===== src/rtl/gpio_uart_tx.sv =====
// GPIO byte port to UART transmitter: a small FIFO feeding an 8N1 serialiser.
// Define GPIO_UART_PARITY_EN to insert an even-parity bit (8E1 framing).
module gpio_uart_tx #(
  parameter int CLKS_PER_BIT = 434,
  parameter int FIFO_DEPTH   = 16
) (
  input  logic       clk,
  input  logic       rst,
  input  logic [7:0] gpio_data,
  input  logic       gpio_en,
  output logic       tx,
  output logic       busy,
  output logic       fifo_full,
  output logic       overflow
);

  localparam int AW = $clog2(FIFO_DEPTH);
  localparam int CW = AW + 1;
  localparam int BW = $clog2(CLKS_PER_BIT);

  typedef enum logic [2:0] {
    S_IDLE,
    S_START,
    S_DATA,
    S_PARITY,
    S_STOP
  } state_t;

  logic [7:0]    r_mem [FIFO_DEPTH];
  logic [AW-1:0] r_wptr, r_rptr;
  logic [CW-1:0] r_count;
  logic [CW-1:0] w_count_nxt;
  logic          w_full, w_push, w_pop, w_drop;

  state_t        r_state, w_state_nxt;
  logic [BW-1:0] r_baud, w_baud_nxt;
  logic [2:0]    r_bit, w_bit_nxt;
  logic [7:0]    r_shift, w_shift_nxt;
  logic          r_tx, w_tx_nxt;
  logic          r_busy, r_full, r_ovf;
  logic          w_baud_tc;
`ifdef GPIO_UART_PARITY_EN
  logic          r_par, w_par_nxt;
`endif

  // A pop while full frees the slot the simultaneous push needs.
  assign w_full = (r_count == CW'(FIFO_DEPTH));
  assign w_pop  = (r_state == S_IDLE) && (r_count != '0);
  assign w_push = gpio_en && (!w_full || w_pop);
  assign w_drop = gpio_en && w_full && !w_pop;

  always_comb begin
    w_count_nxt = r_count;
    case ({w_push, w_pop})
      2'b10:   w_count_nxt = r_count + 1'b1;
      2'b01:   w_count_nxt = r_count - 1'b1;
      default: w_count_nxt = r_count;
    endcase
  end

  always_ff @(posedge clk) begin
    if (w_push) r_mem[r_wptr] <= gpio_data;
  end

  assign w_baud_tc = (r_baud == BW'(CLKS_PER_BIT - 1));

  always_comb begin
    w_state_nxt = r_state;
    w_baud_nxt  = r_baud;
    w_bit_nxt   = r_bit;
    w_shift_nxt = r_shift;
`ifdef GPIO_UART_PARITY_EN
    w_par_nxt   = r_par;
`endif
    case (r_state)
      S_IDLE: begin
        if (w_pop) begin
          w_shift_nxt = r_mem[r_rptr];
`ifdef GPIO_UART_PARITY_EN
          w_par_nxt   = ^r_mem[r_rptr];
`endif
          w_baud_nxt  = '0;
          w_bit_nxt   = '0;
          w_state_nxt = S_START;
        end
      end
      S_START: begin
        if (w_baud_tc) begin
          w_baud_nxt  = '0;
          w_bit_nxt   = '0;
          w_state_nxt = S_DATA;
        end else begin
          w_baud_nxt = r_baud + 1'b1;
        end
      end
      S_DATA: begin
        if (w_baud_tc) begin
          w_baud_nxt  = '0;
          w_shift_nxt = r_shift >> 1;
          if (r_bit == 3'd7) begin
`ifdef GPIO_UART_PARITY_EN
            w_state_nxt = S_PARITY;
`else
            w_state_nxt = S_STOP;
`endif
          end else begin
            w_bit_nxt = r_bit + 1'b1;
          end
        end else begin
          w_baud_nxt = r_baud + 1'b1;
        end
      end
`ifdef GPIO_UART_PARITY_EN
      S_PARITY: begin
        if (w_baud_tc) begin
          w_baud_nxt  = '0;
          w_state_nxt = S_STOP;
        end else begin
          w_baud_nxt = r_baud + 1'b1;
        end
      end
`endif
      S_STOP: begin
        if (w_baud_tc) begin
          w_baud_nxt  = '0;
          w_state_nxt = S_IDLE;
        end else begin
          w_baud_nxt = r_baud + 1'b1;
        end
      end
      default: begin
        w_baud_nxt  = '0;
        w_state_nxt = S_IDLE;
      end
    endcase
  end

  // tx is registered from the next state so the pin never glitches on decode.
  always_comb begin
    w_tx_nxt = 1'b1;
    case (w_state_nxt)
      S_START:  w_tx_nxt = 1'b0;
      S_DATA:   w_tx_nxt = w_shift_nxt[0];
`ifdef GPIO_UART_PARITY_EN
      S_PARITY: w_tx_nxt = w_par_nxt;
`endif
      default:  w_tx_nxt = 1'b1;
    endcase
  end

  always_ff @(posedge clk or negedge rst) begin
    if (!rst) begin
      r_wptr  <= '0;
      r_rptr  <= '0;
      r_count <= '0;
      r_state <= S_IDLE;
      r_baud  <= '0;
      r_bit   <= '0;
      r_shift <= '0;
      r_tx    <= 1'b1;
      r_busy  <= 1'b0;
      r_full  <= 1'b0;
      r_ovf   <= 1'b0;
`ifdef GPIO_UART_PARITY_EN
      r_par   <= 1'b0;
`endif
    end else begin
      if (w_push) r_wptr <= r_wptr + 1'b1;
      if (w_pop)  r_rptr <= r_rptr + 1'b1;
      if (w_drop) r_ovf  <= 1'b1;
      r_count <= w_count_nxt;
      r_state <= w_state_nxt;
      r_baud  <= w_baud_nxt;
      r_bit   <= w_bit_nxt;
      r_shift <= w_shift_nxt;
      r_tx    <= w_tx_nxt;
      r_busy  <= (w_state_nxt != S_IDLE) || (w_count_nxt != '0);
      r_full  <= (w_count_nxt == CW'(FIFO_DEPTH));
`ifdef GPIO_UART_PARITY_EN
      r_par   <= w_par_nxt;
`endif
    end
  end

  assign tx        = r_tx;
  assign busy      = r_busy;
  assign fifo_full = r_full;
  assign overflow  = r_ovf;

endmodule


===== config.mk =====
export PLATFORM = sky130hd
export DESIGN_NAME = gpio_uart_tx
export DESIGN_NICKNAME = d
export VERILOG_FILES = /design/src/rtl/gpio_uart_tx.sv
export SDC_FILE = /design/constraint.sdc
export NUM_CORES = 1
export LEC_CHECK = 0
export BUFFER_PORTS_ARGS = -buffer_cell sky130_fd_sc_hd__buf_2
export CAP_MARGIN = 20
export CORE_AREA = 2 2 118 143
export CTS_CLUSTER_SIZE = 16
export DETAILED_ROUTE_END_ITERATION = 8
export DIE_AREA = 0 0 120 145
export SYNTH_ARGS = -nofsm -noshare
export SYNTH_HDL_FRONTEND = slang
export SYNTH_SLANG_ARGS = --single-unit

===== constraint.sdc =====
create_clock -name clk -period 3.3 [get_ports clk]
set_clock_uncertainty 0.2 [all_clocks]
set_input_delay 0.66 -clock clk [delete_from_list [all_inputs] [get_ports clk]]
set_output_delay 0.66 -clock clk [all_outputs]
set_load 0.03 [all_outputs]

-- Yosys cells after proc, flatten, opt, wreduce, memory -nomap -nowiden
Memory sizes are Yosys's and may differ from the RTL's.
Cells that the tools add are included.
- reductions and logical operators: 17
- muxes and demuxes: 21
- add/subtract/negate cells: 6
- equality and inequality tests: 15
- operators with widths (kind ; count):
    two-way mux 3 bit ; 9
    two-way mux 9 bit ; 2
    one-hot mux 9 bit (2 select lines) ; 1
    two-way mux 8 bit ; 2
    one-hot mux 8 bit (2 select lines) ; 1
    one-hot mux 3 bit (4 select lines) ; 1
    == test 5 bit (second input constant) ; 2
    one-hot mux 5 bit (2 select lines) ; 1
    nonzero test 5 bit ; 2
    adder 9 x 1 -> 9 bit (second input constant) ; 1
    == test 9 bit (second input constant) ; 1
    one-hot mux 3 bit (3 select lines) ; 1
    adder 4 x 1 -> 4 bit (second input constant) ; 2
    inequality test 2 bit (second input constant) ; 4
    == test 3 x 1 -> 1 bit (second input constant) ; 2
    == test 3 x 2 -> 1 bit (second input constant) ; 2
    == test 3 bit (second input constant) ; 2
    nonzero test 3 bit ; 2
    adder 5 x 1 -> 5 bit (second input constant) ; 1
    AND reduction 5 bit ; 1
    subtractor 5 x 1 -> 5 bit (second input constant) ; 1
    logical AND 1 bit ; 4
    adder 3 x 1 -> 3 bit (second input constant) ; 1
    zero test 3 bit ; 1
    9 further kinds ; 12
- logic and storage cells: 72
- bits in writable memories: 128
- register bits after elaboration: 40
- output and inout bits: 4
- memories: 1
- memories (memory ; depth ; width ; read ports ; clocked after Yosys merged registers in ; wr ports ; RTL line ; source):
    r_mem ; 16 ; 8 ; 1 ; 0 ; 1 ; 29 ; logic [7:0] r_mem [FIFO_DEPTH];

-- Depth between registers and ports, before layout
- depth in word-level cells: 8
- mapped depth: 10
- mapped depth without buffers: 9

-- Worst setup path after synthesis
No wires, ideal clock.
- path kind: reg2reg
- start: reg r_state[0]
- end: mem r_mem[3][0] (enable)
- stages on the path, launching flop included: 7
- data arrival time: 2.167 ns
- clock period less this slack: 2.750 ns
- slack: 0.550 ns
- cell sequence: dfrtp_1 > buf_2 > or3_1 > clkbuf_2 > a31oi_2 > nand2_1 > nor3_1
- longest elaborated chain between the ends: 6
- ends and longest elaborated chain (item ; RTL line ; source):
    start, declared ; 35 ; state_t r_state, w_state_nxt;
    start signal, assigned ; 172 ; r_state <= w_state_nxt;
    zero test 3 bit ; 48 ; assign w_pop = (r_state == S_IDLE) && (r_count != '0);
    logical AND 1 bit ; 48 ;
    logical OR 1 bit ; 49 ; assign w_push = gpio_en && (!w_full || w_pop);
    logical AND 1 bit ; 49 ;
    two-way mux 1 bit ; 62 ; if (w_push) r_mem[r_wptr] <= gpio_data;
    two-way mux 1 bit (not written as such) ; 62 ;
    end, declared ; 29 ;
No other way between the ends.

-- Final worst setup path
- start: reg r_state[2]
- end: mem r_mem[10][4] (enable)
The elaborated chain is that of the path after synthesis.

==> results.md <==
* Slew margin rel. at 38.8%
* Clock Pin Slew Worst Setup and Hold Paths at 0.07 ns
* Fill cell count at 1,324
* Die footprint at 17,400 um2
* CTS tree: built
* Root buf cell: clkbuf_16
* Tcrit/Tclk final at 83.7%
* Final ANT Viol Nets at 0
* Final TNS setup at 0 ns
* Seq/Total Area, Yosys at 68.5%
* Initial core utilization at 44.1%
* Vias at 3,951
* Overflow after GRT at 0
* Cell area after synthesis at 7070 um2
* IO Pins at 15
* Tot Pwr at 5.22 mW
* Ys async rst share at 23.8%
* Synth Area in XOR/XNOR at 2.11%
* R2r setup slk at 0.54 ns
* Worst VDD drop at 388 uV
* Compound-Gate Fraction of Synth Area at 7.04%
* RD Place Congestion at 0.789
* Cell Pwr Density at 642 nW/um2
* RSZ-0062 raised after global routing: no
* EDFF count, synth at 128
* Max-Cap Viols at 0
* Status: complete, no violations
* CP arrival at 2.70 ns
* Setup Fix Bufs, Post-CTS at 0
* Share of post-route cells with drive strength above 1 at 24.4%
* Chip Height at 145 um
* Global-route wire length before repair at 23,600 um
* Hpwl dp at 9940 um
* Post-CTS Hold Buffers at 0
* Vias in the first global route at 4,169
* Site Rows at 51
* 1st-pass router iterations at 6
* Area grow syn2layout at 14.8%
* Layout Utilization at 50.7%
* Max Freq at 0.362 GHz
* Static leakage at 2.85 nW
* DIE WIDTH at 120 um
* Worst hold path type: input pin to async pin
* Largest family of logic cells by synthesized area: multiplexers
* Synthesized-area fraction occupied by adder cells at 1.77%
* Residual DRC at 0
* Final hold vios at 0
* Nets at 495
* Wire length per cell at 20.8 um
* H-Tree Depth at 4
* Largest net degree at the start of global routing at 41
* Total number of yosys warnings at 0
* DP Area at 7540 um2
* GRT Util Overall at 18.1%
* Initial drt markers at 299
* Vias/cell at 5.65
* Worst setup margin at 0.539 ns
* Syn Area/Cell at 16.3 um2
* Clk_lat worst skew at 0.42 ns
* Synthesized flop and latch total at 168
* Final setup viols at 0
* CP max FO at 15
* Num CTS Buffers at 17
* Worst setup SP type: flop
* Clock tree buffer depth at 2
* # clock sinks at 168
* Routed WL at 14,600 um
* N_diodes at 0
* Unique masters post-synth at 58
* Ys flop type: edfxtp_1
* Slew Viols, Final at 0
* Worst Tran Pin Value at 0.919 ns
* Simple-Gate Fraction of Synth Area at 7.31%
* CP Capture Type: flop
* Req. time, crit path at 3.24 ns
* Number of port buffers at 14
* Post-synthesis mux area share at 11.5%
* Net Count, Synth at 455
* Antenna violations before repair at 0
* Tmin final at 2.76 ns
* Final Cell Area at 8120 um2
* Gate Count Post-Synth at 434
* Post_cts resized at 0
* Kind of critical path: flop to flop
* CORE AREA at 16,000 um2
* Setup slack after placement at 0.415 ns
-- where the power goes --
| part | total [mW] | switching (mW) | internal, mW |
|---|---|---|---|
| logic | 0.648 | 0.392 | 0.256 |
| registers | 2.66 | 0.155 | 2.51 |
| clock network | 1.91 | 0.899 | 1.01 |
-- final cells by class --
class	instances	area (um2)	share of cell area, %
Sequential cell	168	4850	59.7
Multi-Input combinational cell	236	2100	25.8
Clock buffer	17	425	5.24
Timing Repair Buffer	43	300	3.70
Tap cell	212	265	3.27
Clock inverter	15	153	1.88
Inverter	8	30.0	0.370
-- sequential cells by signal (all words and copies together), names as in the netlist, 3 cells and up --
register and count:
r_baud 9, r_bit 3, r_count 5, r_mem 128, r_rptr 4, r_shift 8, r_state 3, r_wptr 4
-- path summary, 6_finish.rpt --
path                            start           end  cells past startpoint
max                        r_state[2]  r_mem[10][4]                      5
min                               rst     r_baud[4]                      1
max reg2reg                r_state[2]  r_mem[10][4]                      5
min reg2reg                  overflow      overflow                      1
max in group asynchronous         rst     r_rptr[0]                      1
min in group clk             overflow      overflow                      1
-- critical path, stage by stage, from the launching register on --
cell and delay [ns]:
dfrtp_1 0.53, or3_1 0.51, a31oi_2 0.48, nand2_1 0.22, nor2_1 0.31, buf_4 0.23
-- metrics by stage --
step / hold WS [ns] / std cells
after floorplan: 0.164 / 434
after global placement: 0.255 / 667
after detailed placement: 0.254 / 667
after CTS: 0.196 / 699
after global routing: 0.239 / 699
final: 0.165 / 699
-- placed cells by master (no fill, tap or decap), types with 4 or more instances in the layout --
| master | instances |
|---|---|
| mux4_2 | 33 |
| nor2_1 | 36 |
| inv_8 | 5 |
| buf_4 | 28 |
| buf_2 | 14 |
| a221o_1 | 6 |
| clkbuf_16 | 17 |
| nand2_1 | 20 |
| dfrtp_1 | 38 |
| edfxtp_1 | 128 |
| nand3_1 | 11 |
| inv_1 | 8 |
| a22oi_1 | 13 |
| nor3_1 | 9 |
| ha_1 | 10 |
| nand4_1 | 8 |
| xnor2_1 | 13 |
| xor2_1 | 4 |
| o21ai_0 | 11 |
| a21oi_1 | 12 |
-- layer usage --
metal,up-vias,global-route usage [%],wire (um)
li1,1804,-,-
met1,2041,22.0,5920
met2,87,31.5,7920
met3,19,3.66,434
met4,0,6.76,293
met5,-,0,0
-- synth_stat cells, types with 2 or more instances --
cell type / n / area [um2]
nand2b_1: 3 / 18.8
buf_1: 6 / 22.5
a21oi_1: 12 / 60.1
nor2_1: 36 / 135
nand2_1: 20 / 75.1
a22oi_1: 13 / 97.6
a22o_1: 2 / 17.5
a21oi_2: 2 / 17.5
a221o_1: 6 / 60.1
nor2b_1: 3 / 18.8
a32oi_1: 2 / 17.5
o22a_1: 2 / 17.5
o21ai_0: 11 / 55.1
xor2_1: 4 / 35.0
dfrtp_1: 39 / 976
nand3_1: 11 / 55.1
a31oi_1: 3 / 18.8
mux4_2: 33 / 743
xnor2_1: 13 / 114
ha_1: 10 / 125
nand4_1: 8 / 50.1
inv_1: 8 / 30.0
o31ai_1: 2 / 15.0
or4_1: 2 / 15.0
or3_1: 2 / 12.5
clkbuf_1: 8 / 30.0
edfxtp_1: 128 / 3840
buf_2: 6 / 30.0
nor3_1: 9 / 45.0
mux2_2: 2 / 22.5
-- cell families after synthesis --
logic type      after synthesis
xor+xnor                     17
fa+ha+maj                    10
buf+inv                      30
compound gates               68
mux                          38
flops                       168
simple gates                103
No activity file was read; power rests on OpenSTA's default activity.
